`config.mk`:
```
export PLATFORM = sky130hd
export DESIGN_NAME = vram_rect_fill_flat
export DESIGN_NICKNAME = d
export VERILOG_FILES = /design/src/rtl/vga_pkg.sv /design/src/rtl/vram_rect_fill_if.sv /design/src/rtl/rect_clip.sv /design/src/rtl/vram_rect_fill.sv /design/src/flat_wrapper.sv
export SDC_FILE = /design/constraint.sdc
export NUM_CORES = 1
export LEC_CHECK = 0
export ABC_AREA = 1
export BUFFER_PORTS_ARGS = -buffer_cell sky130_fd_sc_hd__buf_4
export CAP_MARGIN = 20
export CORE_MARGIN = 1
export CORE_UTILIZATION = 40
export CTS_CLUSTER_SIZE = 20
export DETAILED_ROUTE_END_ITERATION = 16
export GPL_TIMING_DRIVEN = 0
export PLACE_DENSITY_LB_ADDON = 0.1
export SETUP_SLACK_MARGIN = 0.4
export SLEW_MARGIN = 10
export SYNTH_ARGS = -nofsm -noshare
export SYNTH_HDL_FRONTEND = slang
export SYNTH_SLANG_ARGS = --single-unit
```
`constraint.sdc`:
```
create_clock -name clk -period 6.7 [get_ports clk]
set_clock_uncertainty 0.15 [all_clocks]
set_input_delay 0.335 -clock clk [delete_from_list [all_inputs] [get_ports clk]]
set_output_delay 0.335 -clock clk [all_outputs]
set_load 0.005 [all_outputs]
```
`src/rtl/vga_pkg.sv`:
```
// Shared video constants, the RGB444 pixel type and the rectangle-fill state enum.
// Also used by the VGA controller and the frame dump, so keep it free of block-specific logic.
package vga_pkg;

  localparam int H_ACTIVE = 640;
  localparam int V_ACTIVE = 480;
  localparam int AW       = 19;
  localparam int DW       = 12;

  // Sized copies of the screen limits so comparisons against coordinates stay width-exact
  localparam logic [9:0]    H_LAST   = 10'(H_ACTIVE - 1);
  localparam logic [8:0]    V_LAST   = 9'(V_ACTIVE - 1);
  localparam logic [AW-1:0] H_STRIDE = AW'(H_ACTIVE);

  typedef struct packed {
    logic [3:0] r;
    logic [3:0] g;
    logic [3:0] b;
  } pixel_t;

  typedef enum logic [1:0] {
    IDLE = 2'd0,
    CLIP = 2'd1,
    FILL = 2'd2,
    DONE = 2'd3
  } rect_state_t;

  function automatic logic [3:0] pix_r(input pixel_t p);
    return p.r;
  endfunction

  function automatic logic [3:0] pix_g(input pixel_t p);
    return p.g;
  endfunction

  function automatic logic [3:0] pix_b(input pixel_t p);
    return p.b;
  endfunction

  function automatic pixel_t pix_pack(input logic [3:0] r, input logic [3:0] g, input logic [3:0] b);
    pixel_t p;
    p.r = r;
    p.g = g;
    p.b = b;
    return p;
  endfunction

endpackage

```
`src/rtl/vram_rect_fill_if.sv`:
```
// Command handshake plus VRAM write-port bundle for the rectangle filler.
// slave = the filler itself, master = whoever issues commands and owns the RAM port.
interface vram_rect_fill_if;
  import vga_pkg::*;

  logic          cmd_valid;
  logic          cmd_ready;
  logic [9:0]    cmd_x0;
  logic [8:0]    cmd_y0;
  logic [9:0]    cmd_x1;
  logic [8:0]    cmd_y1;
  logic [DW-1:0] cmd_color;
  logic          wr_stall;
  logic          vram_we;
  logic [AW-1:0] vram_addr_w;
  logic [DW-1:0] vram_din;
  logic          busy;
  logic          done;

  modport slave (
    input  cmd_valid, cmd_x0, cmd_y0, cmd_x1, cmd_y1, cmd_color, wr_stall,
    output cmd_ready, vram_we, vram_addr_w, vram_din, busy, done
  );

  modport master (
    output cmd_valid, cmd_x0, cmd_y0, cmd_x1, cmd_y1, cmd_color, wr_stall,
    input  cmd_ready, vram_we, vram_addr_w, vram_din, busy, done
  );

endinterface

```
`src/rtl/rect_clip.sv`:
```
// Clamps a rectangle's far corner to the visible screen and flags rectangles that
// end up with no visible pixels. Purely combinational; the caller registers the result.
module rect_clip
  import vga_pkg::*;
(
  input  logic [9:0] i_x0,
  input  logic [8:0] i_y0,
  input  logic [9:0] i_x1,
  input  logic [8:0] i_y1,
  output logic [9:0] o_xe,
  output logic [8:0] o_ye,
  output logic       o_empty
);

  assign o_xe = (i_x1 > H_LAST) ? H_LAST : i_x1;
  assign o_ye = (i_y1 > V_LAST) ? V_LAST : i_y1;

  // A start corner past the screen edge or past the clamped end leaves nothing to draw
  assign o_empty = (i_x0 > o_xe) || (i_y0 > o_ye) || (i_x0 > H_LAST) || (i_y0 > V_LAST);

endmodule

```
`src/rtl/vram_rect_fill.sv`:
```
// Rectangle-fill engine: accepts one command, clips it, then streams one pixel write
// per non-stalled cycle in row-major order into the 640x480 RGB444 video RAM.
module vram_rect_fill
  import vga_pkg::*;
(
  input  logic             clk,
  input  logic             rst,
  vram_rect_fill_if.slave  bus
);

  rect_state_t   r_state;
  rect_state_t   w_next;

  logic [9:0]    r_x0;
  logic [8:0]    r_y0;
  logic [9:0]    r_x1;
  logic [8:0]    r_y1;
  pixel_t        r_color;

  logic [9:0]    r_xe;
  logic [8:0]    r_ye;
  logic [9:0]    r_col;
  logic [8:0]    r_row;
  logic [AW-1:0] r_row_base;

  logic          r_we;
  logic [AW-1:0] r_addr;
  logic [DW-1:0] r_din;

  logic [9:0]    w_xe;
  logic [8:0]    w_ye;
  logic          w_empty;
  logic          w_last;
  logic [AW-1:0] w_y0_ext;
  logic [AW-1:0] w_base;

  rect_clip u_clip (
    .i_x0    (r_x0),
    .i_y0    (r_y0),
    .i_x1    (r_x1),
    .i_y1    (r_y1),
    .o_xe    (w_xe),
    .o_ye    (w_ye),
    .o_empty (w_empty)
  );

  // y0*640 as (y0<<9)+(y0<<7); only needed once per command, rows then step by H_STRIDE
  assign w_y0_ext = {{(AW-9){1'b0}}, r_y0};
  assign w_base   = (w_y0_ext << 9) + (w_y0_ext << 7);
  assign w_last   = (r_col >= r_xe) && (r_row >= r_ye);

  // State register; reset abandons any command in flight
  always_ff @(posedge clk or posedge rst) begin
    if (rst) r_state <= IDLE;
    else     r_state <= w_next;
  end

  // Next-state decode; a stalled cycle never advances out of FILL
  always_comb begin
    w_next = r_state;
    case (r_state)
      IDLE:    if (bus.cmd_valid) w_next = CLIP;
      CLIP:    w_next = w_empty ? DONE : FILL;
      FILL:    if (!bus.wr_stall && w_last) w_next = DONE;
      DONE:    w_next = IDLE;
      default: w_next = IDLE;
    endcase
  end

  // Command latch, clip capture, scan counters and the registered write port
  always_ff @(posedge clk or posedge rst) begin
    if (rst) begin
      r_x0       <= '0;
      r_y0       <= '0;
      r_x1       <= '0;
      r_y1       <= '0;
      r_color    <= '0;
      r_xe       <= '0;
      r_ye       <= '0;
      r_col      <= '0;
      r_row      <= '0;
      r_row_base <= '0;
      r_we       <= 1'b0;
      r_addr     <= '0;
      r_din      <= '0;
    end else begin
      case (r_state)
        IDLE: begin
          if (bus.cmd_valid) begin
            r_x0    <= bus.cmd_x0;
            r_y0    <= bus.cmd_y0;
            r_x1    <= bus.cmd_x1;
            r_y1    <= bus.cmd_y1;
            r_color <= bus.cmd_color;
          end
        end
        CLIP: begin
          r_xe       <= w_xe;
          r_ye       <= w_ye;
          r_col      <= r_x0;
          r_row      <= r_y0;
          r_row_base <= w_base;
          if (!w_empty) begin
            r_we   <= 1'b1;
            r_addr <= w_base + AW'(r_x0);
            r_din  <= r_color;
          end
        end
        FILL: begin
          if (!bus.wr_stall) begin
            if (r_col < r_xe) begin
              r_col  <= r_col + 10'd1;
              r_addr <= r_addr + 19'd1;
            end else if (r_row < r_ye) begin
              r_col      <= r_x0;
              r_row      <= r_row + 9'd1;
              r_row_base <= r_row_base + H_STRIDE;
              r_addr     <= r_row_base + H_STRIDE + AW'(r_x0);
            end else begin
              r_we <= 1'b0;
            end
          end
        end
        default: ;
      endcase
    end
  end

  assign bus.cmd_ready   = (r_state == IDLE);
  assign bus.busy        = (r_state != IDLE);
  assign bus.done        = (r_state == DONE);
  assign bus.vram_we     = r_we;
  assign bus.vram_addr_w = r_addr;
  assign bus.vram_din    = r_din;

endmodule

```
`src/flat_wrapper.sv`:
```
// flat-port wrapper written by rule: the top's interface ports become plain ports
module vram_rect_fill_flat import vga_pkg::*;
  (clk, rst, bus_cmd_valid, bus_cmd_x0, bus_cmd_y0, bus_cmd_x1, bus_cmd_y1, bus_cmd_color, bus_wr_stall, bus_cmd_ready, bus_vram_we, bus_vram_addr_w, bus_vram_din, bus_busy, bus_done);
  vram_rect_fill_if bus_i ();
  input  logic clk;
  input  logic rst;
  input wire logic [$bits(bus_i.cmd_valid)-1:0] bus_cmd_valid;
  input wire logic [$bits(bus_i.cmd_x0)-1:0] bus_cmd_x0;
  input wire logic [$bits(bus_i.cmd_y0)-1:0] bus_cmd_y0;
  input wire logic [$bits(bus_i.cmd_x1)-1:0] bus_cmd_x1;
  input wire logic [$bits(bus_i.cmd_y1)-1:0] bus_cmd_y1;
  input wire logic [$bits(bus_i.cmd_color)-1:0] bus_cmd_color;
  input wire logic [$bits(bus_i.wr_stall)-1:0] bus_wr_stall;
  output wire logic [$bits(bus_i.cmd_ready)-1:0] bus_cmd_ready;
  output wire logic [$bits(bus_i.vram_we)-1:0] bus_vram_we;
  output wire logic [$bits(bus_i.vram_addr_w)-1:0] bus_vram_addr_w;
  output wire logic [$bits(bus_i.vram_din)-1:0] bus_vram_din;
  output wire logic [$bits(bus_i.busy)-1:0] bus_busy;
  output wire logic [$bits(bus_i.done)-1:0] bus_done;
  assign bus_i.cmd_valid = bus_cmd_valid;
  assign bus_i.cmd_x0 = bus_cmd_x0;
  assign bus_i.cmd_y0 = bus_cmd_y0;
  assign bus_i.cmd_x1 = bus_cmd_x1;
  assign bus_i.cmd_y1 = bus_cmd_y1;
  assign bus_i.cmd_color = bus_cmd_color;
  assign bus_i.wr_stall = bus_wr_stall;
  assign bus_cmd_ready = bus_i.cmd_ready;
  assign bus_vram_we = bus_i.vram_we;
  assign bus_vram_addr_w = bus_i.vram_addr_w;
  assign bus_vram_din = bus_i.vram_din;
  assign bus_busy = bus_i.busy;
  assign bus_done = bus_i.done;
  vram_rect_fill u_core (.clk(clk), .rst(rst), .bus(bus_i));
endmodule
```
==> run_results.csv <==
group,metric,value,unit
yosys,synth_cell_types,52,
yosys,syn_inst,1083,
route,drc,0,
yosys,synth-seq-cells,134,
setup_path,worstPathArrival,3.40,ns
cts,post_cts_buffers,0,
timing,rsz0062_at_grt,"false",
timing,fmaxAchievable,313,MHz
grt,grt_max_degree,82,
setup_path,worstPathCellList,"inv_1, nor4_1, nor2_1, ha_1, nand2_1, nor3_1, nand4_1, nand2_1, nand3_1, nand2_1, nand2_4, inv_4, buf_6, nand3_1, o21ai_1",
timing,hold_viol_final,0,
cts,cts_tree,"yes",
hold_path,hold_class,"in2reg",
place,place.detailed.hpwl,17200,microns
setup_path,crit_top_cell,"nand2_1",
place,routabilityCongestion,0.837,
floorplanning,dieArea,22100,sq um
setup_path,path_class,"reg2reg",
cts,htreeDepth,4,
timing,worst_pin_slew,0.801,ns
place,placed_area,9640,sq um
power,leakagePower,5.27,nW
yosys,synth_nets,1198,
outcome,status,"complete, no violations",
power,ir_drop,0.000216,V
cells_and_area,n_antenna_cell,0,
timing,whs,0.00596,ns
setup_path,start_kind,"flop",
route,wl_per_cell,15.4,microns
floorplanning,initial_core_util,40.9,%
yosys,ys_seq_area_share,39.0,%
power,p_per_area,598,nW/um^2
floorplanning,dieWidth,149,microns
setup_path,crit_path_end_kind,"flop",
yosys,yosys_warnings,0,
place,place_worst_setup_slack,3.54,ns
timing,worst_slack,3.50,ns
setup_path,max_stage_delay,0.65,ns
cts,clk_pin_slew,0.07,ns
timing,fin_tns_setup,0,ns
route,routed_wl,23400,microns
yosys,synth_area_leader_cell,"dfrtp_1",
cts,clk_latency,0.43,ns
yosys,synth_top_area_share,39.0,%
timing,relSlewSlack,46.6,%
yosys,synth_area_per_cell,7.94,sq um
yosys,syn-cell-area,8600,sq um
route,drtAntennaViolNets,0,
cells_and_area,fin_util,50.8,%
cts,clk_path_buf_depth,2,
setup_path,slowest_stage,"nor4_1",
floorplanning,ios,89,
grt,grt_pass1_vias,7456,
grt,grt_pass1_wl,38600,microns
cells_and_area,layout-drive-gt1-share,18.0,%
timing,period_needed,3.20,ns
grt,track_usage,22.5,%
cts,ctsResizeCount,0,
cells_and_area,fin_area,10700,sq um
route,vias,7624,
route,via_per_inst,5.00,
place,io_buffers,88,
setup_path,cp_max_fo,10,
cts,cts_root_buf,"clkbuf_16",
grt,antenna_found_initial,0,
timing,period_share,47.7,%
cells_and_area,final_common_cell,"nand2_1",
yosys,synth.area.top_cells,"dfrtp_1 39%, nand2_1 11%, ha_1 8.6%",
route,drt_first_iter_violations,401,
timing,slew_viol_final,0,
flow_run,maxCapViolations,0,
floorplanning,rows,53,
cts,numClockSinks,134,
setup_path,critPathRequiredTime,6.90,ns
floorplanning,die_y,149,microns
cts,cts_buffers,17,
route,first_pass_iters,5,
grt,overflow,0,
setup_path,path_buf_inv,3,
setup_path,cp_top_family,"simple AND/OR/NAND/NOR gates",
floorplanning,core,21000,sq um
cells_and_area,nNetsFinal,1353,
cells_and_area,layout_common_cells,"263 x nand2_1, 134 x dfrtp_1, 113 x inv_1, 90 x nor2_1, 90 x buf_4",
timing,setup_viol,0,
cells_and_area,area_growth,24.2,%
==> timing repair <==
action / CTS / global route
setup endpoints to repair: 0 / 0
hold buffers: 47 / 0
hold endpoints to repair: 99 / 0
==> worst paths after layout <==
path	startpoint	end	slack, ns	cells past startpoint
setup / recovery	u_core.r_y1[7]	u_core.bus.vram_addr_w[13]	3.50	15
setup reg to reg	u_core.r_y1[7]	u_core.bus.vram_addr_w[13]	3.50	15
max in group asynchronous	rst	u_core.r_row[6]	5.33	4
min in group asynchronous	rst	u_core.r_x1[4]	0.30	3
hold / removal	bus_cmd_x1[7]	u_core.r_x1[7]	0.006	3
hold reg to reg	u_core.r_xe[3]	u_core.r_xe[3]	0.34	2
==> report_power, final <==
| group | internal [W] | switching [W] | total, W | leakage, nW |
|---|---|---|---|---|
| Clock | 0.000499 | 0.000438 | 0.000937 | 0.288 |
| Sequential | 0.00124 | 0.000417 | 0.00165 | 1.57 |
| Combinational | 0.00147 | 0.00233 | 0.00380 | 3.42 |
==> synth_stat cells, drive strengths merged <==
cell type    n
nand2      273
dfrtp      134
inv        124
nor2       102
o21ai       90
nand3       66
a21oi       63
ha          59
mux2        24
buf         20
xor2        19
clkbuf      15
nand4       15
o211ai      14
xnor2       10
a31oi        8
nor3         8
nand3b       5
nor4         5
or2          5
o21a         4
o22ai        4
a21boi       2
a21o         2
a22oi        2
a2bb2oi      2
fa           2
o21bai       2
a31o         1
a41oi        1
clkinv       1
o31ai        1
==> registers in the layout, summed over array words and instances, names as in the netlist <==
signal,flops
u_core.bus.vram_addr_w,19
u_core.bus.vram_din,12
u_core.bus.vram_we,1
u_core.r_col,10
u_core.r_color,12
u_core.r_row,9
u_core.r_row_base,12
u_core.r_state,2
u_core.r_x0,10
u_core.r_x1,10
u_core.r_xe,10
u_core.r_y0,9
u_core.r_y1,9
u_core.r_ye,9
==> metal layers <==
layer  global-route usage (%)  wire length [microns]  vias up
li1                         -                      -     3876
met1                     30.3                  11200     3565
met2                     36.4                  10900      149
met3                     4.02                    852       34
met4                     7.53                    513        0
met5                        0                      0        -
==> worst register-to-register path: stages, from the launching register on <==
cell	delay, ns
dfrtp_1	0.37
inv_1	0.09
nor4_1	0.65
nor2_1	0.16
ha_1	0.34
nand2_1	0.08
nor3_1	0.17
nand4_1	0.09
nand2_1	0.11
nand3_1	0.08
nand2_1	0.22
nand2_4	0.12
inv_4	0.14
buf_6	0.18
nand3_1	0.09
o21ai_1	0.08
==> layout make-up <==
type / instances / area [sq um]
Timing Repair Buffer: 136 / 1160
Buffer: 35 / 198
Inverter: 125 / 489
Clock inverter: 15 / 148
Multi-Input combinational cell: 789 / 4560
Tap cell: 275 / 344
Fill cell: 2034 / 10300
Clock buffer: 17 / 425
Sequential cell: 134 / 3350
==> logic make-up (layout without fill, tap and decap cells) <==
group                      after synthesis  in the layout  synth area share (%)
DFF                                    134            134                  39.0
xor gates and xnor gates                29             29                  2.95
adders and majority gates               61             61                  9.05
muxes                                   24             24                  3.14
buffers and inverters                  160            328                  7.90
and+or+nand+nor                        479            479                  24.5
AOI/OAI and AO/OA                      196            196                  13.4
==> per-stage QoR <==
step,instances,total power [W]
6_report,1526,0.00639
2_1_floorplan,1083,0.00430
4_1_cts,1526,0.00644
3_5_place_dp,1447,0.00546
5_1_grt,1526,0.00704
3_3_place_gp,1446,0.00540
Note: power is estimated with default switching activity, not from simulation.
